$ cat src/rtl/push_down_stack_pkg.sv
// Shared defaults, pointer-width helper and op encoding for the push-down stack.
package push_down_stack_pkg;

    localparam int unsigned DATA_W_DEF = 8;
    localparam int unsigned DEPTH_DEF  = 128;

    // Width needed to count 0..depth inclusive.
    function automatic int unsigned ptr_w(input int unsigned depth);
        return $clog2(depth + 1);
    endfunction

    typedef enum logic {
        OP_PUSH = 1'b0,
        OP_POP  = 1'b1
    } op_e;

endpackage

$ cat src/rtl/stack_mem.sv
// DEPTH x DATA_W register array: one synchronous write port, one asynchronous read port.
module stack_mem #(
    parameter int unsigned DATA_W = 8,
    parameter int unsigned DEPTH  = 128,
    parameter int unsigned AW     = 7
) (
    input  logic              clk_i,
    input  logic              we_i,
    input  logic [AW-1:0]     waddr_i,
    input  logic [DATA_W-1:0] wdata_i,
    input  logic [AW-1:0]     raddr_i,
    output logic [DATA_W-1:0] rdata_o
);

    logic [DATA_W-1:0] mem_q [DEPTH];

    // Contents are deliberately left uninitialised on reset.
    always_ff @(posedge clk_i) begin
        if (we_i) begin
            mem_q[waddr_i] <= wdata_i;
        end
    end

    assign rdata_o = mem_q[raddr_i];

endmodule

$ cat src/rtl/push_down_stack.sv
// LIFO stack with empty/full flags. Define STACK_PEEK_EN to expose the current
// top of stack combinationally on data_o instead of the registered popped word.
module push_down_stack
    import push_down_stack_pkg::*;
#(
    parameter int unsigned DATA_W = DATA_W_DEF,
    parameter int unsigned DEPTH  = DEPTH_DEF
) (
    input  logic              Clk,
    input  logic              Rst,
    input  logic              PushPop,
    input  logic              En,
    input  logic [DATA_W-1:0] data_i,
    output logic [DATA_W-1:0] data_o,
    output logic              empty,
    output logic              full
);

    localparam int unsigned SP_W = ptr_w(DEPTH);
    localparam int unsigned AW   = (DEPTH > 1) ? $clog2(DEPTH) : 1;

    logic [SP_W-1:0]   sp_q, sp_d;
    logic [DATA_W-1:0] rdata;
    logic [AW-1:0]     raddr;
    op_e               op_c;
    logic              do_push_c, do_pop_c;

    assign op_c      = op_e'(PushPop);
    assign empty     = (sp_q == '0);
    assign full      = (sp_q == SP_W'(DEPTH));
    assign do_push_c = En && (op_c == OP_PUSH) && !full;
    assign do_pop_c  = En && (op_c == OP_POP) && !empty;
    // Wraps when empty; that read is never consumed.
    assign raddr     = AW'(sp_q - SP_W'(1));

    stack_mem #(
        .DATA_W (DATA_W),
        .DEPTH  (DEPTH),
        .AW     (AW)
    ) u_mem (
        .clk_i   (Clk),
        .we_i    (do_push_c),
        .waddr_i (sp_q[AW-1:0]),
        .wdata_i (data_i),
        .raddr_i (raddr),
        .rdata_o (rdata)
    );

    // Stack pointer next state
    always_comb begin
        sp_d = sp_q;
        if (do_push_c) begin
            sp_d = sp_q + SP_W'(1);
        end else if (do_pop_c) begin
            sp_d = sp_q - SP_W'(1);
        end
    end

    always_ff @(posedge Clk or posedge Rst) begin
        if (Rst) begin
            sp_q <= '0;
        end else begin
            sp_q <= sp_d;
        end
    end

`ifdef STACK_PEEK_EN
    assign data_o = empty ? '0 : rdata;
`else
    logic [DATA_W-1:0] data_q, data_d;

    always_comb begin
        data_d = data_q;
        if (do_pop_c) begin
            data_d = rdata;
        end
    end

    always_ff @(posedge Clk or posedge Rst) begin
        if (Rst) begin
            data_q <= '0;
        end else begin
            data_q <= data_d;
        end
    end

    assign data_o = data_q;
`endif

endmodule

$ cat config.mk
export PLATFORM = sky130hd
export DESIGN_NAME = push_down_stack
export DESIGN_NICKNAME = d
export VERILOG_FILES = /design/src/rtl/push_down_stack_pkg.sv /design/src/rtl/stack_mem.sv /design/src/rtl/push_down_stack.sv
export SDC_FILE = /design/constraint.sdc
export NUM_CORES = 1
export LEC_CHECK = 0
export ABC_AREA = 1
export BUFFER_PORTS_ARGS = -buffer_cell sky130_fd_sc_hd__buf_2
export CAP_MARGIN = 10
export CORE_ASPECT_RATIO = 0.5
export CORE_MARGIN = 2
export CORE_UTILIZATION = 35
export CTS_CLUSTER_SIZE = 28
export DETAILED_ROUTE_END_ITERATION = 6
export PLACE_DENSITY = 0.51
export SLEW_MARGIN = 20
export SYNTH_ARGS = -nofsm -noshare
export SYNTH_HDL_FRONTEND = slang
export SYNTH_SLANG_ARGS = --single-unit
$ cat constraint.sdc
create_clock -name Clk -period 3.9 [get_ports Clk]
set_input_delay 0.39 -clock Clk [delete_from_list [all_inputs] [get_ports Clk]]
set_output_delay 0.39 -clock Clk [all_outputs]
set_load 0.005 [all_outputs]
==> results.json <==
{
  "yosysWarningCount": 0,
  "io_pins": 22,
  "die_h_um": 251,
  "cellLeakagePower_nw": 16.8,
  "placement.io_buffers": 21,
  "viasPerCell": 5.18,
  "antenna_found_initial": 1,
  "final_common_cell": "nand2_1",
  "cts_buffers": 99,
  "htree_levels": 3,
  "grt_pass1_vias": 26900,
  "worst_slew_pin_slew_ps": 1060,
  "power_density_mw_per_mm2": 805,
  "crit_family": "simple AND/OR/NAND/NOR gates",
  "drive_gt1_share_pct": 6.65,
  "die-area_mm2": 0.125,
  "grt_setup_unrepaired": "no",
  "cts_tree": "done",
  "syn_to_final_growth_pct": 11.6,
  "min_period_ps": 3350,
  "hold_path_class": "primary input to register",
  "maxCapViolCount": 0,
  "syn-cell-area_mm2": 0.0428,
  "hold_path_end": "sp_q[1]$_DFFE_PP0P_",
  "holdCritStartpoint": "PushPop",
  "cts_resized": 0,
  "rr_startpoint": "sp_q[0]$_DFFE_PP0P_",
  "final_cells": 5370,
  "clk_pin_slew_ps": 70,
  "r2r_slack_ps": 550,
  "clockRootBuffer": "clkbuf_16",
  "syn_nets": 3736,
  "dp_hpwl_mm": 67.3,
  "synth-seq-cells": 1040,
  "required_ps": 4210,
  "crit_slowest_cell": "nor2_1",
  "cts_sinks": 1040,
  "post_synth_inst_count": 3721,
  "drc": 0,
  "cp-end-kind": "register",
  "nNetsFinal": 3690,
  "cp_cell_sequence": "inv_8 > ha_1 > nand2_1 > nor3_2 > nor3_4 > buf_4 > nand4_1 > buf_4 > nor2_1",
  "wire_per_inst_um": 22.3,
  "arrival_ps": 3660,
  "path_buf_inv": 3,
  "reg2reg_to": "u_mem.mem_q[89][4]$_DFFE_PP_",
  "n_antenna_cell": 0,
  "track_usage_pct": 18.9,
  "grt-ovfl-total": 0,
  "grt_pass1_wl_mm": 179,
  "routed_wirelength_mm": 120,
  "crit_top_cell": "buf_4",
  "hold_depth": 4,
  "fin_crit_sh_pct": 85.8,
  "drtPass1Iterations": 5,
  "reg2reg_depth": 9,
  "cts.path.max_buffers": 3,
  "drtIter0Drc": 2649,
  "fin_tns_setup_ps": 0,
  "yosysSeqAreaShare_pct": 72.8,
  "post_cts_buffers": 0,
  "grt_max_degree": 188,
  "critPathMaxFanout": 39,
  "skew_ps": 28.9,
  "max_freq_mhz": 299,
  "slew_violations": 0,
  "cp-start-kind": "register",
  "clk_latency_ps": 700,
  "ant_nets": 0,
  "hold_viol": 0,
  "layout_common_cells": "nand2_1 (1,157), edfxtp_1 (1,024), nand3_1 (873)",
  "critPathKind": "register to register",
  "syn_avg_cell_area_um2": 11.5,
  "core.rowCount": 90,
  "dp.cells": 5183,
  "start_util_pct": 35.4,
  "core_mm2": 0.121,
  "outcome": "finished, final reports clean",
  "relSlewSlack_pct": 29.1,
  "die_x_um": 498,
  "ir_drop_v": 0.000784,
  "synth_cell_types": 29,
  "setup_viol": 0,
  "via_count": 27800,
  "gp_congestion": 0.823,
  "slowest_delay_ps": 670
}
synthesized netlist by cell type:
library cell  count  area share (%)
o22ai_1           1           0.015
o21ai_0          58            0.68
buf_4            11            0.19
nand2_2           2           0.029
dfrtp_1          16            0.94
inv_2             9           0.079
nand3_1         873              10
edfxtp_1       1024              72
or2_2             1           0.015
nor3_1            2           0.023
o21ai_2           1           0.020
nor3_4            1           0.038
nand4_1           5           0.073
o221ai_1          4           0.082
o2bb2ai_1         1           0.020
clkbuf_1         71            0.62
buf_2           131             1.5
nand4_2           2           0.058
inv_1            92            0.81
xor2_1            5            0.10
nor2_1          215             1.9
buf_1            17            0.15
xor2_2            3            0.11
a21oi_1           8           0.094
nor2_2            2           0.029
ha_1              3           0.088
nand3_2           1           0.023
nor3_2            2           0.047
nand2_1        1160              10
cell families (layout without fill, tap and decap cells):
family,after synthesis,in the layout,synth area share [%]
AOI/OAI and AO/OA,73,73,0.909
DFF,1040,1040,72.8
xor gates and xnor gates,8,8,0.216
and+or+nand+nor,2266,2266,22.6
adders and majority gates,3,3,0.0877
buffers and inverters,331,370,3.38
routing by layer:
| metal | share of wire [%] | up-vias | track usage (%) |
|---|---|---|---|
| li1 | - | 12900 | - |
| met1 | 47 | 13900 | 27.6 |
| met2 | 46 | 860 | 29.6 |
| met3 | 5.9 | 147 | 3.16 |
| met4 | 1.9 | 0 | 4.24 |
| met5 | 0 | - | 0 |
per-stage QoR:
stage	area, um2	worst slack (ps)	utilization [%]	total power [mW]	hold slack (ps)
2_1_floorplan	42800	1140	-	23.1	304
3_3_place_gp	44600	546	36.9	29.1	531
3_5_place_dp	44600	532	36.9	29.2	531
4_1_cts	47700	521	39.5	38.6	94.5
5_1_grt	47700	315	39.5	40.6	125
6_report	47700	553	39.5	38.4	149
registers in the layout, indices dropped and copies added, names as in the netlist:
name         cells
data_o           8
u_mem.mem_q   1024
sp_q             8
what timing repair did:
item / in CTS / in global routing
setup endpoints to repair: 0 / 0
endpoints found under the hold margin: 16 / 0
hold buffers: 1 / 0
where the power goes:
| part | switching, mW | total, mW | internal [mW] |
|---|---|---|---|
| Combinational | 12.0 | 16.3 | 4.32 |
| Sequential | 0.152 | 12.6 | 12.5 |
| Clock | 4.27 | 9.52 | 5.24 |
worst register-to-register path, cell delays in order (launching register included):
cell and delay, ps:
dfrtp_4 470, inv_8 120, ha_1 230, nand2_1 120
nor3_2 80, nor3_4 420, buf_4 250, nand4_1 250
buf_4 330, nor2_1 680
how the worst max path moves through the flow:
stage	start	cells after the start	slack, ps	to
5_1_grt	sp_q[0]$_DFFE_PP0P_	12	310	data_o[6]$_DFFE_PP0P_
6_report	sp_q[0]$_DFFE_PP0P_	9	550	u_mem.mem_q[89][4]$_DFFE_PP_
3_3_place_gp	sp_q[0]$_DFFE_PP0P_	14	550	data_o[7]$_DFFE_PP0P_
2_1_floorplan	sp_q[0]$_DFFE_PP0P_	12	1140	u_mem.mem_q[101][0]$_DFFE_PP_
4_1_cts	sp_q[0]$_DFFE_PP0P_	14	520	data_o[5]$_DFFE_PP0P_
3_5_place_dp	sp_q[0]$_DFFE_PP0P_	14	530	data_o[5]$_DFFE_PP0P_
final cells by class:
cell class	instances	area (um2)
timing repair buffer	83	821
sequential	1040	31200
clock inverter	67	551
fill	11600	73200
inverter	101	394
multi-input combinational	2350	10200
clock buffer	119	2570
tap	1610	2010
Power figures use the tool's default switching activity.
